--- config.mk ---
export PLATFORM = sky130hd
export DESIGN_NAME = mem_access_unit
export DESIGN_NICKNAME = d
export VERILOG_FILES = /design/src/rtl/mem_access_unit.sv
export SDC_FILE = /design/constraint.sdc
export NUM_CORES = 1
export LEC_CHECK = 0
export ABC_AREA = 1
export BUFFER_PORTS_ARGS = -buffer_cell sky130_fd_sc_hd__buf_2
export CAP_MARGIN = 20
export CORE_AREA = 2 2 147 149
export CTS_BUF_LIST = sky130_fd_sc_hd__clkbuf_8
export CTS_CLUSTER_SIZE = 30
export DETAILED_ROUTE_END_ITERATION = 10
export DIE_AREA = 0 0 149 151
export PLACE_DENSITY = 0.69
export SLEW_MARGIN = 20
export SYNTH_ARGS = -nofsm -noshare
export SYNTH_HDL_FRONTEND = slang
export SYNTH_SLANG_ARGS = --single-unit
--- constraint.sdc ---
create_clock -name clk -period 1.35 [get_ports clk]
set_input_delay 0.27 -clock clk [delete_from_list [all_inputs] [get_ports clk]]
set_output_delay 0.27 -clock clk [all_outputs]
set_load 0.005 [all_outputs]
--- src/rtl/mem_access_unit.sv ---
// mem_access_unit: MEM stage with a data-memory handshake FSM, branch/jump redirect and the MEM/WB register.
// Define MEM_TIMEOUT_EN to give up on an access after 16 BUSY edges and pulse mem_err.
module mem_access_unit (
    input  logic        clk,
    input  logic        rst_n,
    input  logic        MenWrtoMe,
    input  logic        MentoRegtoMe,
    input  logic        RegWrtoMe,
    input  logic        BtoMe,
    input  logic        zerotoMe,
    input  logic        JtoMe,
    input  logic        jrtoMe,
    input  logic        jartoMe,
    input  logic [4:0]  rwtoMe,
    input  logic [31:0] ALUout,
    input  logic [31:0] busBtoMe,
    input  logic [31:0] busAtoMe,
    input  logic [31:0] pcNewtoMe,
    input  logic [31:0] BpctoMe,
    input  logic [31:0] JpctoMe,
    output logic        dm_req,
    output logic        dm_we,
    output logic [31:0] dm_addr,
    output logic [31:0] dm_wdata,
    input  logic        dm_ack,
    input  logic [31:0] dm_rdata,
    output logic        mem_stall,
    output logic        jumpSuccess,
    output logic        Jr_jump,
    output logic [31:0] pcTarget,
`ifdef MEM_TIMEOUT_EN
    output logic        mem_err,
`endif
    output logic        RegWrtoWb,
    output logic [4:0]  rwtoWb,
    output logic [31:0] wbData
);
    typedef enum logic {IDLE, BUSY} state_t;
    state_t      state;
    logic        done;
    logic        memop;
    logic        timeout;
    logic        bubble;
    logic [31:0] rdata_q;
`ifdef MEM_TIMEOUT_EN
    logic [3:0]  cnt;
    assign timeout = state == BUSY && !dm_ack && cnt == 4'hF;
    assign bubble  = mem_err;
`else
    assign timeout = 1'b0;
    assign bubble  = 1'b0;
`endif
    assign memop       = MenWrtoMe | MentoRegtoMe;
    assign mem_stall   = (state == IDLE && memop && !done) || state == BUSY;
    assign jumpSuccess = (BtoMe & zerotoMe) | JtoMe;
    assign Jr_jump     = jrtoMe;
    assign pcTarget    = jrtoMe ? busAtoMe : JtoMe ? JpctoMe : BpctoMe;

    // Handshake FSM: issue on a fresh memop, hold the request until ack (or timeout), then flag done for one edge
    always_ff @(negedge clk or negedge rst_n) begin
        if (!rst_n) begin
            state    <= IDLE;
            done     <= 1'b0;
            dm_req   <= 1'b0;
            dm_we    <= 1'b0;
            dm_addr  <= '0;
            dm_wdata <= '0;
            rdata_q  <= '0;
`ifdef MEM_TIMEOUT_EN
            cnt      <= '0;
            mem_err  <= 1'b0;
`endif
        end else begin
            done <= 1'b0;
`ifdef MEM_TIMEOUT_EN
            cnt     <= (state == BUSY && !dm_ack) ? cnt + 4'd1 : 4'd0;
            mem_err <= timeout;
`endif
            if (state == IDLE) begin
                if (memop && !done) begin
                    state    <= BUSY;
                    dm_req   <= 1'b1;
                    dm_we    <= MenWrtoMe;
                    dm_addr  <= {ALUout[31:2], 2'b00};
                    dm_wdata <= busBtoMe;
                end
            end else if (dm_ack) begin
                state   <= IDLE;
                dm_req  <= 1'b0;
                done    <= 1'b1;
                rdata_q <= dm_rdata;
            end else if (timeout) begin
                state  <= IDLE;
                dm_req <= 1'b0;
                done   <= 1'b1;
            end
        end
    end

    // MEM/WB register: advance when not stalled, otherwise insert a bubble and keep the data
    always_ff @(negedge clk or negedge rst_n) begin
        if (!rst_n) begin
            RegWrtoWb <= 1'b0;
            rwtoWb    <= '0;
            wbData    <= '0;
        end else if (mem_stall || bubble) begin
            RegWrtoWb <= 1'b0;
        end else begin
            RegWrtoWb <= RegWrtoMe;
            rwtoWb    <= rwtoMe;
            wbData    <= jartoMe ? pcNewtoMe : MentoRegtoMe ? rdata_q : ALUout;
        end
    end
endmodule

# [After elaboration in Yosys (flattened, before gate mapping)]
# Index checks and enable logic that the tools add are counted.
[classes] n_reduce_logical=9 addsub=0 muxes=13 magnitude_cmp=0 shift=0 eq_ne=1 n_mul=0 n_div=0 bitwise=4
[ops] operator="$mux W32" n=4
[ops] operator="$mux W1" n=9
[ops] operator="$reduce_and A2 Y1" n=3
[ops] operator="$logic_and A1 B1 Y1" n=3
[ops] operator="$ne A2 B2 Y1 const B" n=1
[ops] operator="$or A1 B1 Y1" n=2
[ops] operator="$reduce_bool A2 Y1" n=1
[ops] operator="$and A1 B1 Y1" n=1
[ops] operator="$logic_not A1 Y1" n=1
[ops] operator="$logic_or A1 B1 Y1" n=1
[ops] operator="$not A1 Y1" n=1
[word_totals] n_memories=0 ram_bits=0 input_bits=240 out_inout_bits=139 register_bits=136 latchBits=0 romBits=0 wordCells=37

# [Depth between registers and ports, before layout]
# Gate-level depths: netlist of run 1.
[depth] word_depth=5 depth_mapped=9

==> reports/metrics.yaml, run 1 <==
status:
  status: "complete, but fails checks"
  failed_checks: "negative setup slack"
clock_tree:
  clk_latency_ns: 0.40
  cts_tree: "done"
  cts_root_buffer: "clkbuf_8"
  cts.sinks: 136
  cts_made_buffers: 17
  cts.path.max_buffers: 2
  path_clk_slew_ns: 0.05
  hold_buffers: 0
  cts_max_level: 4
min_path:
  hold_path_class: "in2async"
layout:
  fillCellCount: 1940
  final_util_pct: 52.34
  syn_to_final_growth_pct: 64.03
  final_nets: 1617
  fin_area_um2: 10900
  drive_above_1_share_pct: 43.53
logic_synthesis:
  netlist_area_um2: 6644
  synthCells: 903
  avgSynthCellArea_um2: 7.358
  synth-seq-cells: 136
  yosysSeqAreaShare_pct: 51.22
  synth_top_area_share_pct: 51.22
  synth_cell_types: 16
  ys_warn_count: 0
  synth.area.top_cells: "dfrtn_1 (51%), nand2_1 (23%), a21oi_1 (4.8%)"
  synth_top_area_cell: "dfrtn_1"
global_route:
  antenna_found_initial: 1
  overflow: 0
  grt_max_degree: 51
  grt_pass1_vias: 7287
  grt_pass1_wl_mm: 39.26
  grt_usage_pct: 22.98
timing:
  finalSetupTns_ns: -75.83
  rsz0062_at_grt: "yes"
  skew_ns: 0.01115
  finalHoldViolCount: 0
  worst_slack_ns: -0.8826
  slew_viol_final: 0
  setup_viol: 208
drt:
  ant_nets: 0
  vias: 7957
  initialDrtViolationCount: 477
  avgViaCountPerCell: 4.776
  routed_wl_mm: 28.43
  drtPass1Iterations: 5
  wl_per_cell_um: 17.07
  route.detailed.drc: 0
setup_path:
  crit_arrival_ns: 1.96
  worstPathRequired_ns: 1.08
  crit_path_max_fanout: 3
  crit_type: "reg2out"
  cp-end-kind: "output port"
  rrSetupSlack_ns: -0.10
  startpoint_type: "flip-flop"
floorplanning:
  core.rowCount: 53
  start_util_pct: 31.91
  ios: 379
  design.core.area_um2: 20820
  die_w_um: 149
  die_area_um2: 22500
  die_h_um: 151
power_and_ir_drop:
  p_per_area_nw_per_um2: 1891
  peakVddDrop_mv: 1.044
  p_leak_uw: 0.006231
flow_run:
  maxCapViolations: 0
place:
  place_congestion: 0.8730
  dpl_cell_area_um2: 9105
  portBuffers: 376
  hpwl_mm: 18.76
-- synth_stat cells, drive strengths merged --
cell type	n
buf	35
clkbuf	26
nand3	64
o21ai	64
nor2	34
nand2	406
dfrtn	136
inv	73
a21oi	64
conb	1
-- cell usage in the layout (no fill, tap or decap), types with 4 or more instances in the layout --
cell type / instances
buf_6: 11
o21ai_1: 9
nor2_1: 31
a21oi_2: 25
dfrtn_1: 136
inv_6: 4
nand2_4: 4
nand2_2: 20
a21oi_1: 38
nand3_1: 64
bufbuf_16: 4
inv_1: 68
nand2_1: 382
buf_2: 366
buf_12: 20
buf_16: 8
o21ai_0: 55
clkbuf_8: 17
buf_8: 4
buf_4: 98
-- stage by stage --
stage          setup WS, ns  total power, µW  std cells  hold WS (ns)
2_1_floorplan       -0.4762            10910        904        0.4255
3_3_place_gp        -0.5938            13960       1544        0.4093
3_5_place_dp        -0.6424            14160       1544        0.4134
4_1_cts             -0.9034            19520       1628        0.2668
5_1_grt             -0.9264            22040       1665        0.2657
6_report            -0.8826            20600       1666        0.2841
-- where the power goes --
part / switching [µW] / internal [µW] / total [µW]
combinational: 5040 / 4930 / 9970
clock: 1700 / 1830 / 3540
sequential: 925 / 6170 / 7100
total: 7670 / 12900 / 20600
-- area by class of cell --
class	count	area, µm²	share of cell area, %
Timing Repair inverter	1	20.02	0.1837
Antenna cell	1	2.502	0.02296
Inverter	73	317.8	2.916
Clock inverter	15	176.4	1.619
Tap cell	275	344.1	3.157
Timing Repair Buffer	514	3577	32.82
Clock buffer	17	234.0	2.147
Sequential cell	136	3403	31.23
Multi-Input combinational cell	634	2823	25.90
-- state kept, by name, summed over array words and instances, names as in the netlist --
signal	flops
done	1
dm_req	1
rwtoWb	5
state	1
dm_we	1
rdata_q	32
dm_addr	30
dm_wdata	32
RegWrtoWb	1
wbData	32
-- critical path: stages, from the launching register on --
cell and delay [ns]:
dfrtn_1 0.48, nor2_4 0.06, nand2_4 0.07, nand2_4 0.06
buf_12 0.12, buf_6 0.10
-- worst paths after layout --
path / to / depth (start not counted) / from
setup / recovery: mem_stall / 5 / state
hold / removal: rwtoWb[0] / 1 / rst_n
setup reg to reg: wbData[5] / 8 / state
hold reg to reg: dm_wdata[10] / 2 / dm_wdata[10]
max in group asynchronous: wbData[5] / 2 / rst_n
min in group clk: dm_wdata[10] / 2 / dm_wdata[10]
-- cells by family (layout without fill, tap and decap cells) --
| logic type | after synthesis | after routing | share of synthesized area [%] |
|---|---|---|---|
| DFF | 136 | 136 | 51.22 |
| buffers and inverters | 134 | 620 | 8.945 |
| other | 1 | 3 | 0.05644 |
| AOI/OAI and AO/OA | 128 | 128 | 9.642 |
| and+or+nand+nor | 504 | 504 | 30.13 |
-- routing by layer --
layer / part of all wire, % / global-route usage [%]
met1: 36 / 25.53
met2: 53 / 41.66
met3: 7.7 / 5.241
met4: 3.8 / 10.86
met5: 0 / 0
-- what timing repair did --
action                                  in CTS  in global routing
buffers inserted                            40                 33
endpoints found under the setup margin     235                248
pin swaps                                    9                 10
gates resized for setup                     80                 46
cloned                                      12                  5
(Power assumes the default switching activity.)
==> run 2: changes to the inputs <==
==> constraint.sdc (replaced) <==
create_clock -name clk -period 2.7 [get_ports clk]
set_input_delay 0.54 -clock clk [delete_from_list [all_inputs] [get_ports clk]]
set_output_delay 0.54 -clock clk [all_outputs]
set_load 0.005 [all_outputs]
==> run 2 against run 1 <==
Compared with the run above: the flow still finishes with violations (negative setup slack); core utilization fell by 4.9 points; clock power fell by 52%; sequential power fell by 50%; worst hold slack improved by 0.13 ns; clock skew fell by 0.00089 ns; non-clock buffer count fell by 44; critical endpoint unchanged; largest cell class is now sequential cells; largest power group unchanged; highest routed layer is now met5.
==> reports/metrics.yaml, run 2 (synthesis gave the netlist of run 1 again) <==
clock_tree:
  clk_latency_ns: 0.40
  cts.path.max_buffers: 2
  cts_root_buffer: "clkbuf_8"
  cts_made_buffers: 17
  cts_tree: "done"
  cts.sinks: 136
  cts_max_level: 4
  hold_buffers: 0
  path_clk_slew_ns: 0.06
setup_path:
  crit_path_max_fanout: 3
  startpoint_type: "flip-flop"
  path_cells: "nor2_4 -> nand2_4 -> nand2_8 -> buf_6"
  rrSetupSlack_ns: 1.25
  r2r_end: "dm_addr[19]"
  worstPathRequired_ns: 2.16
  slowest_delay_ns: 0.48
  crit_arrival_ns: 2.56
  cp-end-kind: "output port"
  r2r_start: "state"
  r2r_cells: 7
  cpMaxStageDelayCell: "dfrtn_1"
  crit_type: "reg2out"
  worst-path-buf-inv: 1
  crit_family: "flip-flops"
power_and_ir_drop:
  power.share.sequential_pct: 37.7
  swShare_pct: 38.22
  clkPwrFrac_pct: 17.9
  p_per_area_nw_per_um2: 958.2
  p_leak_uw: 0.005759
  internal_power_uw: 5846
  p_comb_share_pct: 44.4
  peakVddDrop_mv: 0.4506
  switchingPower_uw: 3616
place:
  place_congestion: 0.8472
  portBuffers: 376
  dp.cells: 1529
  pre_cts_slack_ns: -0.2630
  hpwl_mm: 19.40
layout:
  reg_top3: "dm_wdata x32, rdata_q x32, wbData x32"
  fin_cells: 1620
  final_common_cell: "nand2_1"
  final_cell_mix: "nand2_1 (403), buf_2 (368), dfrtn_1 (136)"
  final_util_pct: 47.43
  syn_to_final_growth_pct: 48.64
  final_nets: 1572
  diodes: 0
  drive_above_1_share_pct: 37.99
drt:
  initialDrtViolationCount: 355
  ant_nets: 0
  route.detailed.drc: 0
  drtPass1Iterations: 5
  vias: 7476
  avgViaCountPerCell: 4.615
  wl_per_cell_um: 15.72
  routed_wl_mm: 25.47
timing:
  skew_ns: 0.01026
  rsz0062_at_grt: "yes"
  holdWs_ns: 0.4132
  worst_slack_ns: -0.4024
  setup_viol: 103
  finalHoldViolCount: 0
  slew_viol_final: 0
global_route:
  grt_max_degree: 64
  antenna_found_initial: 2
  overflow: 0
  grt_pass1_wl_mm: 37.03
  grt_pass1_vias: 7018
  grt_usage_pct: 21.71
min_path:
  hold_path_class: "reg2reg"
  holdPathStages: 2
  hold_end: "dm_wdata[2]"
  min_from: "dm_wdata[2]"
floorplanning:
  ios: 379
  die_area_um2: 22500
  start_util_pct: 31.91
  design.core.area_um2: 20820
  die_w_um: 149
  die_h_um: 151
  core.rowCount: 53
status:
  failed_checks: "negative setup slack"
  status: "complete, but fails checks"
flow_run:
  maxCapViolations: 0
## run 2: stage by stage
stage	TNS [ns]	total power [µW]	area, µm²
finish	-12.99	9463	9876
global route	-17.87	10170	9876
CTS	-15.33	9239	9668
detailed placement	-13.91	7084	8980
global placement	-12.64	6986	8980
floorplan	-1.692	5408	6671
## run 2: worst max-delay path by stage
stage / from / endpoint / cells past startpoint
6_report: state / mem_stall / 4
3_5_place_dp: MentoRegtoMe / wbData[3] / 8
2_1_floorplan: MentoRegtoMe / wbData[17] / 9
5_1_grt: state / mem_stall / 4
4_1_cts: state / mem_stall / 4
3_3_place_gp: MenWrtoMe / wbData[21] / 8
## run 2: final cells by class
| class | instances | area (µm²) |
|---|---|---|
| timing repair buffer | 470 | 2795 |
| clock inverter | 15 | 158.9 |
| sequential | 136 | 3403 |
| clock buffer | 17 | 234.0 |
| fill | 2055 | 10950 |
| multi-input combinational | 634 | 2659 |
| tap | 275 | 344.1 |
| inverter | 73 | 281.5 |
## run 2: routing by layer
metal	track usage (%)	up-vias	routed length (µm)
met5	0	-	13
met4	9.714	2	888
met3	4.759	46	1794
met2	40.78	339	13260
met1	23.29	3441	9517
li1	-	3648	-
## run 2: tightest hold or removal path, cell delays in order, from the launching register on
cell and delay, ns:
dfrtn_1 0.40, nand2_1 0.05, nand2_1 0.05
## run 2: power by group through the flow
stage	Combinational, µW	Clock [µW]	Sequential, µW
floorplan	1810	0	3600
global placement	3420	0	3570
global route	4700	1830	3640
CTS	3950	1740	3540
detailed placement	3510	0	3580
finish	4200	1690	3560
## run 2: timing repair
action	CTS	global route
buffers inserted	34	25
hold endpoints to repair	0	0
resized for setup	8	7
setup endpoints to repair	103	105
pin swaps	3	2
